`src/rtl/bcd_scan_display.sv`:
```
// Multiplexed 7-segment driver: snapshots a packed BCD word on load and scans its
// digits one at a time, with leading-zero blanking and a sticky invalid-nibble flag.
module bcd_scan_display #(
  parameter int DIGITS         = 4,
  parameter int SCAN_DIV       = 4,
  parameter bit SEG_ACTIVE_LOW = 1'b0
) (
  input  logic                      clk,
  input  logic                      RST,
  input  logic                      load,
  input  logic [4*DIGITS-1:0]       bcd_in,
  input  logic                      blank_lz,
  output logic [6:0]                seg,
  output logic [DIGITS-1:0]         an,
  output logic [$clog2(DIGITS)-1:0] digit_idx,
  output logic                      bcd_err
);

  localparam int IDX_W = $clog2(DIGITS);
  localparam int PRE_W = (SCAN_DIV > 1) ? $clog2(SCAN_DIV) : 1;

  logic [4*DIGITS-1:0] snap_p0;
  logic [PRE_W-1:0]    pre;
  logic [IDX_W-1:0]    idx;
  logic                tick;
  logic [DIGITS:0]     nz_above;
  logic [3:0]          cur_nib;
  logic                cur_nz_above;
  logic                cur_blank;
  logic                bad_in;
  logic [6:0]          seg_next;
  logic [DIGITS-1:0]   an_next;

  function automatic logic [6:0] decode(input logic [3:0] nib);
    logic [6:0] s;
    case (nib)
      4'd0:    s = 7'h3F;
      4'd1:    s = 7'h06;
      4'd2:    s = 7'h5B;
      4'd3:    s = 7'h4F;
      4'd4:    s = 7'h66;
      4'd5:    s = 7'h6D;
      4'd6:    s = 7'h7D;
      4'd7:    s = 7'h07;
      4'd8:    s = 7'h7F;
      4'd9:    s = 7'h6F;
      default: s = 7'h40;
    endcase
    return s;
  endfunction

  function automatic logic [6:0] polarity(input logic [6:0] s);
    return SEG_ACTIVE_LOW ? ~s : s;
  endfunction

  assign tick    = (pre == PRE_W'(SCAN_DIV - 1));
  assign an_next = {{(DIGITS-1){1'b0}}, 1'b1} << idx;

  // nz_above[k] is set when any nibble from k up to the top is nonzero; invalid nibbles count as nonzero
  always_comb begin
    nz_above     = '0;
    cur_nib      = '0;
    cur_nz_above = 1'b0;
    bad_in       = 1'b0;
    for (int k = DIGITS - 1; k >= 0; k--) begin
      nz_above[k] = nz_above[k+1] | (snap_p0[4*k +: 4] != 4'd0);
    end
    for (int k = 0; k < DIGITS; k++) begin
      if (idx == IDX_W'(k)) begin
        cur_nib      = snap_p0[4*k +: 4];
        cur_nz_above = nz_above[k];
      end
      if (bcd_in[4*k +: 4] > 4'd9) bad_in = 1'b1;
    end
    cur_blank = blank_lz && (idx != '0) && !cur_nz_above;
    seg_next  = polarity(cur_blank ? 7'h00 : decode(cur_nib));
  end

  always_ff @(posedge clk) begin
    if (RST) begin
      snap_p0   <= '0;
      pre       <= '0;
      idx       <= '0;
      seg       <= polarity(7'h00);
      an        <= '0;
      digit_idx <= '0;
      bcd_err   <= 1'b0;
    end else begin
      // stage p0: snapshot capture, prescaler and scan index
      if (load) begin
        snap_p0 <= bcd_in;
        if (bad_in) bcd_err <= 1'b1;
      end
      if (tick) begin
        pre <= '0;
        idx <= (idx == IDX_W'(DIGITS - 1)) ? '0 : idx + 1'b1;
      end else begin
        pre <= pre + 1'b1;
      end
      // stage p1: registered display outputs for the current index
      an        <= an_next;
      digit_idx <= idx;
      seg       <= seg_next;
    end
  end

endmodule

```
`config.mk`:
```
export PLATFORM = sky130hd
export DESIGN_NAME = bcd_scan_display
export DESIGN_NICKNAME = d
export VERILOG_FILES = /design/src/rtl/bcd_scan_display.sv
export SDC_FILE = /design/constraint.sdc
export NUM_CORES = 1
export LEC_CHECK = 0
export CAP_MARGIN = 20
export CELL_PAD_IN_SITES_DETAIL_PLACEMENT = 1
export CELL_PAD_IN_SITES_GLOBAL_PLACEMENT = 1
export CORE_UTILIZATION = 41
export CTS_CLUSTER_SIZE = 25
export DETAILED_ROUTE_END_ITERATION = 8
export PLACE_DENSITY = 0.91
export SYNTH_ARGS = -nofsm -noshare
export SYNTH_HDL_FRONTEND = slang
export SYNTH_SLANG_ARGS = --single-unit
```
`constraint.sdc`:
```
create_clock -name clk -period 5.6 [get_ports clk]
set_clock_uncertainty 0.05 [all_clocks]
set_input_delay 0.56 -clock clk [delete_from_list [all_inputs] [get_ports clk]]
set_output_delay 0.56 -clock clk [all_outputs]
set_load 0.02 [all_outputs]
```
==> impl_results.md <==
- Commonest non-fill, non-tap cell in the layout: dfxtp_1
- Post-Synthesis Cells: 165
- Crit. End Element: flip-flop
- Hold Path Class: flip-flop to flip-flop
- Startpoint types: flip-flop
- Initial Utilization: 0.433
- P per Cell Area: 281 mW/mm^2
- Crit path cell chain: ha_1 -> a211oi_1 -> a221oi_1 -> inv_1 -> ha_1 -> inv_1 -> mux2_2 -> o22ai_1
- Yosys reg bits: 34
- Layout area overhead: 25.0%
- CTS resizes: 0
- Die Height: 64.7 um
- Sequential share of power: 0.480
- Max-Cap Viols: 0
- Worst Tran Pin Value: 0.997 ns
- H-tree levels: 2
- TNS Setup: 0 ns
- Post-Syn Nets: 196
- Max Fclk: 357 MHz
- # DRC: 0
- Yosys top cell area share: 0.423
- Post-CTS Setup Bufs: 0
- Post-Route WL: 3830 um
- Area contributors post-synth: dfxtp_1 (42%), mux2i_1 (12%), ha_1 (8.5%), nor2_1 (5.4%), buf_6 (2.8%)
- Crit path max-delay family: adder cells
- Layout cells sized above 1: 0.0619
- Status: finished clean
- Largest net degree at the start of global routing: 29
- Cell row count: 22
- DP Worst Slack: 2.78 ns
- Routability Congestion: 0.787
- Logic pwr share: 0.205
- Finish-stage setup viols: 0
- Peak VDD IR: 0.118 mV
- Drt pass-1 iters: 4
- Via Count: 1266
- Initial drt markers: 48
- Nets@finish: 226
- CTS Buf Count: 5
- Clock transition at path regs: 0.07 ns
- Register area share after synthesis: 0.423
- Relative max-transition margin: 0.333
- Core Area: 0.00372 mm^2
- Final ANT Viol Nets: 0
- Commonest cells after routing, fill and taps aside: dfxtp_1 (34), clkdlybuf4s50_1 (33), nor2_1 (23)
- Post-route minimum period: 2.80 ns
- Clock Power Share: 0.315
- Design Area, Final: 0.00201 mm^2
- Buffers on Ports: 33
- Post-synthesis cell area: 0.00161 mm^2
- Final WS setup: 2.80 ns
- Vias in the first global route: 1365
- Hold-fix buffers, CTS: 0
- Yosys top cell by area: dfxtp_1
- Non-Filler Instances: 242
- RSZ-0062 raised after global routing: false
- Crit path buffers/inverters: 2
- Initial antenna violation count: 0
- First-pass GRT wire length: 6510 um
- DP HPWL: 2980 um
- Final count of hold timing violations: 0
- CP Max Fanout: 17
- IO Pins: 34
- P_int: 0.414 mW
- Chip width: 64.7 um
- Die area: 0.00418 mm^2
- Max Slew Vio Count: 0
- Total global-route track usage: 0.207
- Req. time, crit path: 5.76 ns
- Worst path max stage delay: 0.69 ns
- Clk sinks: 34
- Clock tree buffer depth: 2
- Pleak: 0.818 nW
- Via-to-Cell Ratio: 5.23
- DP Area: 0.00193 mm^2
- Clk root buf: clkbuf_8
- Syn avg cell area: 9.76 um^2
- Yosys cell types: 33
- CP max-delay cell: a221oi_1
- Final global-route overflow total: 0
- Crit Path Class: flip-flop to flip-flop
- CTS tree: built
- Crit path DAT: 2.96 ns
- Share of the clock period used by the worst path: 0.501
- NetSw: 0.151 mW
- WL/cell: 15.8 um
- Syn. warnings: 0
- Clk Latency, worst-skew pair: 0.28 ns
- Dpl cells: 236
- ANT cells: 0
- Sw Share: 0.268
worst paths after layout:
kind	start	to	slack [ns]	cells after the start
max reg2reg	idx[0]	seg[3]	2.80	8
min	pre[0]	pre[0]	0.38	1
max	idx[0]	seg[3]	2.80	8
min reg2reg	pre[0]	pre[0]	0.38	1
through the flow:
stage               power (mW)  utilization  hold slack (ns)
floorplan                0.346            -            0.354
CTS                      0.572        0.542            0.384
detailed placement       0.393        0.520            0.374
global placement         0.386        0.520            0.362
finish                   0.565        0.542            0.379
global route             0.594        0.542            0.401
metal layers:
metal,track usage,wire length (um)
met5,0,0
met2,0.361,1930
met4,0.106,74
met3,0.0423,120
met1,0.238,1710
power by group through the flow:
stage,Sequential [mW],Combinational [mW],Clock [mW]
2_1_floorplan,0.286,0.0593,0
6_report,0.271,0.116,0.178
5_1_grt,0.273,0.127,0.194
4_1_cts,0.272,0.117,0.183
3_3_place_gp,0.276,0.110,0
3_5_place_dp,0.277,0.116,0
cells by family (layout without fill, tap and decap cells):
logic type               Yosys count  count (layout)  synth area share
AO/OA/AOI/OAI                     28              28             0.119
AND/OR/NAND/NOR                   51              51             0.174
flip-flops                        34              34             0.423
adder cells (fa/ha/maj)           11              11            0.0855
buffers and inverters             20              49            0.0668
multiplexers                      21              21             0.132
state kept, by name (all words and copies together) (netlist names):
name,flops
idx,2
bcd_err,1
seg,7
snap_p0,16
digit_idx,2
pre,2
an,4
cells in the mapped netlist:
master,count
o311ai_0,1
nor2b_4,1
a21oi_2,1
o22ai_1,3
buf_1,1
a21o_2,1
buf_2,2
clkbuf_1,3
a221oi_1,3
nand2_1,1
mux2_2,2
a311o_1,1
o21ai_1,1
a221o_1,2
nor3b_1,5
nor2b_1,1
nand3_1,2
a211oi_1,3
buf_6,4
o211ai_1,1
or2b_1,1
mux2i_1,19
nor4_1,3
nor2_1,23
nor3_1,8
nand3b_4,1
inv_1,10
ha_1,11
dfxtp_1,34
o21ai_0,5
nand3b_1,4
nand4_1,1
a21oi_1,6
worst reg2reg max path, cell delays in order (launching register included):
cell and delay [ns]:
dfxtp_1 0.44, ha_1 0.54, a211oi_1 0.09, a221oi_1 0.69, inv_1 0.21, ha_1 0.33, inv_1 0.04, mux2_2 0.25
o22ai_1 0.09
cell type report:
class	instances	area [um^2]
well taps	48	60.1
multi-input cells	111	822
repair buffers	33	330
flip-flops and latches	34	681
inverters	10	37.5
fillers	439	1700
clock buffers	6	82.6
Power figures use the tool's default switching activity.
